`config.mk`:
```
export PLATFORM = sky130hd
export DESIGN_NAME = noise_gate
export DESIGN_NICKNAME = d
export VERILOG_FILES = /design/src/rtl/audio_fx_pkg.sv /design/src/rtl/stereo_peak_abs.sv /design/src/rtl/noise_gate.sv
export SDC_FILE = /design/constraint.sdc
export NUM_CORES = 1
export LEC_CHECK = 0
export CORE_MARGIN = 3
export CORE_UTILIZATION = 40
export CTS_CLUSTER_DIAMETER = 60
export DETAILED_ROUTE_END_ITERATION = 10
export DONT_BUFFER_PORTS = 1
export GPL_ROUTABILITY_DRIVEN = 0
export PLACE_DENSITY = 0.59
export SETUP_SLACK_MARGIN = 0.02
export SLEW_MARGIN = 10
export SYNTH_ARGS = -nofsm -noshare
export SYNTH_HDL_FRONTEND = slang
export SYNTH_SLANG_ARGS = --single-unit
```
`constraint.sdc`:
```
create_clock -name clock -period 6.45 [get_ports clock]
set_input_delay 1.29 -clock clock [delete_from_list [all_inputs] [get_ports clock]]
set_output_delay 1.29 -clock clock [all_outputs]
set_load 0.01 [all_outputs]
```
`src/rtl/audio_fx_pkg.sv`:
```
// Shared types and constants for the audio effects chain (gate, compressor, limiter, meter).
package audio_fx_pkg;

    localparam int SAMPLE_W   = 16;
    localparam int GAIN_SHIFT = 8;

    typedef logic signed [SAMPLE_W-1:0] sample_t;
    typedef logic [8:0]                 gain_t;

    localparam gain_t GAIN_ONE = 9'd256;

    typedef enum logic [2:0] {
        CLOSED,
        ATTACK,
        OPEN,
        HOLD,
        RELEASE
    } gate_state_e;

endpackage

```
`src/rtl/stereo_peak_abs.sv`:
```
// Stereo peak detector: saturating magnitude of each channel, then the larger of the two.
module stereo_peak_abs #(
    parameter int WIDTH = 16
) (
    input  logic signed [WIDTH-1:0] left,
    input  logic signed [WIDTH-1:0] right,
    output logic        [WIDTH-1:0] mag
);

    localparam logic [WIDTH-1:0] MAX_POS = {1'b0, {(WIDTH-1){1'b1}}};
    localparam logic [WIDTH-1:0] ONE     = {{(WIDTH-1){1'b0}}, 1'b1};

    // The most negative code has no positive twin, so it clamps to full scale.
    function automatic logic [WIDTH-1:0] sat_abs(input logic signed [WIDTH-1:0] x);
        logic [WIDTH-1:0] neg;
        neg = (~x) + ONE;
        if (!x[WIDTH-1]) begin
            sat_abs = x;
        end else if (neg[WIDTH-1]) begin
            sat_abs = MAX_POS;
        end else begin
            sat_abs = neg;
        end
    endfunction

    logic [WIDTH-1:0] abs_l;
    logic [WIDTH-1:0] abs_r;

    always_comb begin
        abs_l = sat_abs(left);
        abs_r = sat_abs(right);
        mag   = (abs_l >= abs_r) ? abs_l : abs_r;
    end

endmodule

```
`src/rtl/noise_gate.sv`:
```
// Stereo noise gate with open/close hysteresis, hold timer and linear attack/release gain ramps.
module noise_gate
    import audio_fx_pkg::*;
#(
    parameter int WIDTH        = 16,
    parameter int THRESH_OPEN  = 2048,
    parameter int THRESH_CLOSE = 1536,
    parameter int HOLD_SAMPLES = 480,
    parameter int ATTACK_STEP  = 32,
    parameter int RELEASE_STEP = 1
) (
    input  logic                    clock,
    input  logic                    reset,
    input  logic                    sample_en,
    input  logic signed [WIDTH-1:0] inleft,
    input  logic signed [WIDTH-1:0] inright,
    output logic signed [WIDTH-1:0] outleft,
    output logic signed [WIDTH-1:0] outright,
    output logic                    out_valid,
    output logic                    gate_open,
    output gain_t                   gain
);

    localparam int                HOLD_W    = (HOLD_SAMPLES > 1) ? $clog2(HOLD_SAMPLES) : 1;
    localparam logic [HOLD_W-1:0] HOLD_LOAD = HOLD_W'(HOLD_SAMPLES - 1);
    localparam logic [HOLD_W-1:0] HOLD_DEC  = HOLD_W'(1);
    localparam logic [WIDTH-1:0]  T_OPEN    = WIDTH'(THRESH_OPEN);
    localparam logic [WIDTH-1:0]  T_CLOSE   = WIDTH'(THRESH_CLOSE);
    localparam logic [9:0]        ATK_STEP  = 10'(ATTACK_STEP);
    localparam gain_t             REL_STEP  = gain_t'(RELEASE_STEP);

    gate_state_e        state_q, state_d;
    gain_t              gain_q, gain_d;
    logic [HOLD_W-1:0]  hold_q, hold_d;
    logic [WIDTH-1:0]   outleft_q, outleft_d;
    logic [WIDTH-1:0]   outright_q, outright_d;
    logic               out_valid_q, out_valid_d;

    logic [WIDTH-1:0]   mag;
    logic               loud;
    logic               quiet;
    logic [9:0]         gain_sum;
    gain_t              gain_up;
    gain_t              gain_dn;
    logic [WIDTH+9:0]   gain_ext;
    logic [WIDTH+9:0]   prod_l;
    logic [WIDTH+9:0]   prod_r;
    logic               prod_unused;

    stereo_peak_abs #(
        .WIDTH (WIDTH)
    ) u_peak (
        .left  (inleft),
        .right (inright),
        .mag   (mag)
    );

    always_ff @(posedge clock) begin
        if (!reset) begin
            state_q     <= CLOSED;
            gain_q      <= '0;
            hold_q      <= '0;
            outleft_q   <= '0;
            outright_q  <= '0;
            out_valid_q <= 1'b0;
        end else begin
            state_q     <= state_d;
            gain_q      <= gain_d;
            hold_q      <= hold_d;
            outleft_q   <= outleft_d;
            outright_q  <= outright_d;
            out_valid_q <= out_valid_d;
        end
    end

    // Saturating ramp values; gain_q never exceeds GAIN_ONE so 10 bits cannot overflow.
    always_comb begin
        loud     = (mag >= T_OPEN);
        quiet    = (mag < T_CLOSE);
        gain_sum = {1'b0, gain_q} + ATK_STEP;
        gain_up  = (gain_sum >= {1'b0, GAIN_ONE}) ? GAIN_ONE : gain_sum[8:0];
        gain_dn  = (gain_q <= REL_STEP) ? '0 : gain_q - REL_STEP;
    end

    always_comb begin
        state_d = state_q;
        gain_d  = gain_q;
        hold_d  = hold_q;
        if (sample_en) begin
            case (state_q)
                CLOSED: begin
                    if (loud) begin
                        gain_d  = gain_up;
                        state_d = (gain_up == GAIN_ONE) ? OPEN : ATTACK;
                    end
                end
                ATTACK: begin
                    gain_d = gain_up;
                    if (gain_up == GAIN_ONE) state_d = OPEN;
                end
                OPEN: begin
                    if (quiet) begin
                        state_d = HOLD;
                        hold_d  = HOLD_LOAD;
                    end
                end
                HOLD: begin
                    if (loud)              state_d = OPEN;
                    else if (hold_q == '0) state_d = RELEASE;
                    else                   hold_d  = hold_q - HOLD_DEC;
                end
                RELEASE: begin
                    // A retrigger keeps the current gain so the new ramp resumes from it.
                    if (loud) begin
                        state_d = ATTACK;
                    end else begin
                        gain_d = gain_dn;
                        if (gain_dn == '0) state_d = CLOSED;
                    end
                end
                default: state_d = CLOSED;
            endcase
        end
    end

    // Unsigned multiply of fully extended operands yields the exact low bits of the signed product.
    always_comb begin
        gain_ext    = {{(WIDTH+1){1'b0}}, gain_q};
        prod_l      = {{10{inleft[WIDTH-1]}}, inleft} * gain_ext;
        prod_r      = {{10{inright[WIDTH-1]}}, inright} * gain_ext;
        out_valid_d = sample_en;
        outleft_d   = sample_en ? prod_l[WIDTH-1+GAIN_SHIFT:GAIN_SHIFT] : outleft_q;
        outright_d  = sample_en ? prod_r[WIDTH-1+GAIN_SHIFT:GAIN_SHIFT] : outright_q;
    end

    assign prod_unused = ^{prod_l[WIDTH+9:WIDTH+GAIN_SHIFT], prod_l[GAIN_SHIFT-1:0],
                           prod_r[WIDTH+9:WIDTH+GAIN_SHIFT], prod_r[GAIN_SHIFT-1:0]};

    always_comb begin
        outleft   = outleft_q;
        outright  = outright_q;
        out_valid = out_valid_q;
        gain      = gain_q;
        gate_open = (state_q != CLOSED);
    end

endmodule

```
# After elaboration in Yosys (flattened, before gate mapping)
# Cells that the tools add are included.
# W data, S select, Z words.
op_classes:
  addsub: 5
  n_mul: 2
  order_cmp: 5
  eq_ne: 13
  n_mux: 23
  n_bitwise: 2
  n_reduce_logical: 9
op_table:
  columns: ["cell", "n"]
  rows:
  - ["$mux W9", 7]
  - ["$mux W15", 4]
  - ["$mul A16 B10 Y24", 2]
  - ["$add A16 B1 Y16 const B", 2]
  - ["$not A16 Y16", 2]
  - ["$pmux W9 S3", 1]
  - ["$mux W3", 7]
  - ["$logic_not A9 Y1", 2]
  - ["$pmux W9 S2", 1]
  - ["$sub A9 B1 Y9 const B", 2]
  - ["$ge A16 B12 Y1 const B", 1]
  - ["$ge A16 B16 Y1", 1]
  - ["$lt A16 B11 Y1 const B", 1]
  - ["$mux W16", 1]
  - ["$pmux W3 S5", 1]
  - ["$ne A2 B2 Y1 const B", 6]
  - ["$add A9 B6 Y10 const B", 1]
  - ["$ge A10 B9 Y1 const B", 1]
  - ["$eq A9 B9 Y1 const B", 1]
  - ["$le A9 B1 Y1 const B", 1]
  - ["$eq A3 B2 Y1 const B", 2]
  - ["$ne A3 B3 Y1 const B", 2]
  - ["$reduce_and A6 Y1", 1]
  - ["$reduce_bool A3 Y1", 2]
  - ["7 further kinds", 7]
totals:
  ff_bits: 54
  inputBits: 35
  out_inout_bits: 43
  word_cells: 65

# Logic depth before layout (Yosys ltp)
logic_depth:
  word_depth: 9
  depth_mapped: 22
  depth_no_buf: 21

# By module
# From an unflattened synthesis, not the netlist that was laid out.
hier_totals:
  hier_cells: 1607
  area_unflattened_um2: 13555.5
by_module_without_submodules:
  columns: ["module", "instances", "cells_each", "area_per_inst_um2", "seq_area_each_um2"]
  rows:
  - ["noise_gate", 1, 1409, 12137.9, 1081.0]
  - ["stereo_peak_abs", 1, 198, 1417.6, 0.0]

# Worst setup path before layout
# OpenSTA, ideal clock, no wires.
synth_timing:
  path_kind: "input-to-reg"
  startpoint: "in inright[5]"
  endpoint: "reg outright_q[15] (netlist: outright[15])"
  arrival_time_ns: 6.457
  required_time_ns: 6.330
  path_slack_ns: -0.126
  cell_stages: 20
  cell_sequence: "buf_2 -> clkbuf_1 -> nand2_1 -> fa_1 -> inv_1 -> fa_1 -> inv_1 -> fa_1 -> fa_1 -> inv_1 -> fa_1 -> ha_1 -> o21ai_0 -> o311ai_1 -> a21oi_1 -> o311a_1 -> o21bai_1 -> a21oi_1 -> nor4b_1 -> o31a_1"
synth_between:
  elab_chain_cells: 1
synth_rtl:
  columns: ["item", "line_no", "text"]
  rows:
  - ["from (decl)", "noise_gate.sv:16", "input logic signed [WIDTH-1:0] inright,"]
  - ["$mul A16 B10 Y24", "noise_gate.sv:130", "prod_r = {{10{inright[WIDTH-1]}}, inright} * gain_ext;"]
  - ["to (signal assigned)", "noise_gate.sv:71", "outright_q <= outright_d;"]
  - ["to (decl)", "noise_gate.sv:36", "logic [WIDTH-1:0] outright_q, outright_d;"]
# No other way between the ends.
# A chain may end at the register's enable or synchronous reset.

# Worst setup path in the final report
layout_timing:
  startpoint: "in inright[7]"
  endpoint: "reg outright_q[15] (netlist: outright[15])"
# The elaborated chain is that of the path after synthesis.

==> impl_metrics.sql <==
INSERT INTO impl_metrics (metric_group, metric, value, unit) VALUES
('finish', 'seq_area', '0.00108', 'mm²'),
('detailed_routing', 'detailedRoute.firstPassIterationCount', '5', ''),
('finish', 'multiInputGateArea', '0.0108', 'mm²'),
('timing', 'worst_pin_slew', '0.952', 'ns'),
('die', 'num_rows', '66', ''),
('die', 'fp.coreArea', '0.0326', 'mm²'),
('timing', 'finalCritPeriodShare', '93.1', '%'),
('synthesis', 'synthCells', '1581', ''),
('synthesis', 'netlist_area', '0.0132', 'mm²'),
('synthesis', 'synth_enable_flop_cells', '0', ''),
('synthesis', 'synth.largest_area_cell', 'sky130_fd_sc_hd__fa_1', ''),
('critical_path', 'path_cells', 'nand2_1 > fa_1 > inv_1 > fa_1 > inv_1 > fa_1 > fa_1 > inv_1 > fa_1 > ha_1 > o21ai_0 > o311ai_2 > a21oi_1 > o311a_1 > o21bai_1 > a21oi_1 > nor4b_1 > o31a_1', ''),
('critical_path', 'worst_path_required_time', '6.66', 'ns'),
('clocking', 'maximum_buffer_depth_of_the_clock_tree', '2', ''),
('placement', 'placement.setup.worst_slack', '0.0633', 'ns'),
('synthesis', 'synth_ff_type', 'sky130_fd_sc_hd__dfxtp_1', ''),
('timing', 'rsz0062_at_grt', 'no', ''),
('detailed_routing', 'ant_nets', '0', ''),
('grt', 'grt_pass1_vias', '10500', ''),
('die', 'design.die.area', '0.0353', 'mm²'),
('finish', 'layoutNonFillerInstCount', '1974', ''),
('synthesis', 'post_synth_main_area_contributors', 'sky130_fd_sc_hd__fa_1 34%, sky130_fd_sc_hd__ha_1 12%, sky130_fd_sc_hd__dfxtp_1 8.2%, sky130_fd_sc_hd__inv_1 8.1%, sky130_fd_sc_hd__and2_1 7.9%', ''),
('grt', 'globalRoute.busiestLayer', 'met2', ''),
('timing', 'finalMaxSlewViolations', '0', ''),
('finish', 'post_route_cells_drive_above_1_share', '2.68', '%'),
('clocking', 'worst_skew_pair.late_latency', '0.32', 'ns'),
('grt', 'grt_max_degree', '38', ''),
('clocking', 'cts_inserted_buffers', '5', ''),
('detailed_routing', 'initialDrtViolationCount', '572', ''),
('clocking', 'numClockSinks', '54', ''),
('timing', 'slew-limit-headroom', '36.5', '%'),
('finish', 'antenna-diode-count', '0', ''),
('synthesis', 'synth_cell_types', '70', ''),
('clocking', 'cts_post_setup_buffers_inserted', '0', ''),
('worst_hold_path', 'hold_path_class', 'flop to flop', ''),
('synthesis', 'ys.warnings.count', '0', ''),
('clocking', 'clk_transition_reported_paths', '0.08', 'ns'),
('detailed_routing', 'detail_route.vias_per_cell', '5.24', ''),
('grt', 'grt_use_met1', '26.8', '%'),
('timing', 'number_of_endpoints_with_negative_hold_slack_in_the_final_report', '0', ''),
('detailed_routing', 'drt-wirelength-per-cell', '16.7', 'µm'),
('timing', 'finalCriticalPeriod', '6.01', 'ns'),
('critical_path', 'crit_slowest_cell', 'sky130_fd_sc_hd__fa_1', ''),
('clocking', 'htree_num_levels', '2', ''),
('power_and_ir_drop', 'total_power_per_unit_cell_area', '95.9', 'mW/mm²'),
('critical_path', 'setup.worst_path.start_class', 'input pin', ''),
('run', 'maxCapViolCount', '0', ''),
('timing', 'setup_tns', '0', 'ns'),
('critical_path', 'worst_flop_to_flop_path_endpoint', 'outleft[15]$_SDFFE_PN0P_', ''),
('placement', 'port_buffers', '0', ''),
('timing', 'timing.clock.skew', '0.00557', 'ns'),
('critical_path', 'critical_path.endpoint', 'outright[15]$_SDFFE_PN0P_', ''),
('critical_path', 'reg2reg_from', 'gain[5]$_SDFFE_PN0P_', ''),
('grt', 'grt_overflow_total', '0', ''),
('timing', 'maxClockFrequency', '167', 'MHz'),
('clocking', 'tritoncts_clock_tree', 'built', ''),
('power_and_ir_drop', 'p_leak', '6.88', 'nW'),
('critical_path', 'crit_top_cell', 'sky130_fd_sc_hd__fa_1', ''),
('synthesis', 'synth-async-reset-ratio', '0', '%'),
('synthesis', 'leading_cell_types_by_count_after_synthesis', '287 x sky130_fd_sc_hd__inv_1, 228 x sky130_fd_sc_hd__fa_1, 168 x sky130_fd_sc_hd__and2_1', ''),
('critical_path', 'worst_r2r_path_depth', '19', ''),
('clocking', 'cts.repair.resized', '0', ''),
('grt', 'met3_usage', '3.87', '%'),
('grt', 'grt_util_all_layers', '19.5', '%'),
('power_and_ir_drop', 'worst_ir_drop_vdd', '0.0000997', 'V'),
('critical_path', 'critical_path.max_stage_delay', '0.54', 'ns'),
('grt', 'global_route.usage.met2', '32.4', '%'),
('run_status', 'status', 'complete, no violations', ''),
('die', 'die_width', '188', 'µm'),
('finish', 'num-fill-cells', '3306', ''),
('die', 'io_pins', '78', '');
-- area by class of cell --
type | instances | area share (%)
repair buffers | 25 | 1.36
well taps | 442 | 3.99
multi-input cells | 1154 | 77.8
clock inverters | 3 | 0.289
clock buffers | 5 | 0.904
flip-flops and latches | 54 | 7.82
inverters | 291 | 7.89
-- flip-flops by register name, indices dropped and copies added, names as in the netlist --
name / flops
hold_q: 9
state_q: 3
out_valid: 1
outleft: 16
gain: 9
outright: 16
-- power by group --
group	switching, mW	internal, mW
registers	0.0376	0.357
clock network	0.152	0.183
logic	0.345	0.253
-- how the worst min path moves through the flow --
stage | from | to | slack, ns | cells past startpoint
floorplan | hold_q[7]$_SDFFE_PN0P_ | hold_q[7]$_SDFFE_PN0P_ | 0.44 | 1
global placement | hold_q[7]$_SDFFE_PN0P_ | hold_q[7]$_SDFFE_PN0P_ | 0.46 | 1
detailed placement | hold_q[7]$_SDFFE_PN0P_ | hold_q[7]$_SDFFE_PN0P_ | 0.47 | 1
CTS | hold_q[7]$_SDFFE_PN0P_ | hold_q[7]$_SDFFE_PN0P_ | 0.49 | 1
global route | hold_q[7]$_SDFFE_PN0P_ | hold_q[7]$_SDFFE_PN0P_ | 0.50 | 1
finish | hold_q[7]$_SDFFE_PN0P_ | hold_q[7]$_SDFFE_PN0P_ | 0.48 | 1
-- per-layer routing --
metal / routed length (µm) / up-vias / part of all wire, %
met4: 434 / 0 / 1.3
met5: 0 / - / 0
met2: 15400 / 239 / 47
met1: 15100 / 5178 / 46
met3: 2060 / 26 / 6.3
li1: - / 4893 / -
-- layout by cell type (no fill, tap or decap), drive strengths merged, types with 4 or more instances in the layout --
master,n
inv,288
fa,228
and2,168
nand2,161
ha,122
nor2,86
dfxtp,54
a21oi,49
xnor2,33
nor3,33
o21ai,33
nand3,27
buf,25
xor2,22
mux2i,17
or3,16
a31oi,14
a211oi,12
o22ai,11
a21o,10
nand2b,9
nor4,7
nand4,6
or4,5
and3,5
o31ai,5
clkbuf,5
clkinv,5
o41ai,4
nand3b,4
o21a,4
o21bai,4
a311oi,4
-- cells by family (layout without fill, tap and decap cells) --
group                      Yosys count  count (layout)  synth area share [%]
and+or+nand+nor                    543             543                  20.8
AOI/OAI and AO/OA                  189             189                  9.49
muxes                               17              17                  1.31
xor gates and xnor gates            55              55                  3.64
buffers and inverters              373             324                  10.6
DFF                                 54              54                  8.16
adders and majority gates          350             350                  46.0
-- metrics by stage --
step	area (µm²)	util, %	power [mW]
after global routing	13800	42.4	1.45
after CTS	13800	42.4	1.35
after global placement	13700	41.9	0.993
after floorplan	13300	-	0.882
after detailed placement	13700	41.9	1.00
final	13800	42.4	1.33
-- worst max-delay path: cells and delay by family --
family	cells	cell delay, ns
AO/OA/AOI/OAI	7	1.79
adder cells (fa/ha/maj)	6	2.75
buffers and inverters	3	0.15
AND/OR/NAND/NOR	2	0.22
Note: power is estimated with default switching activity, not from simulation.
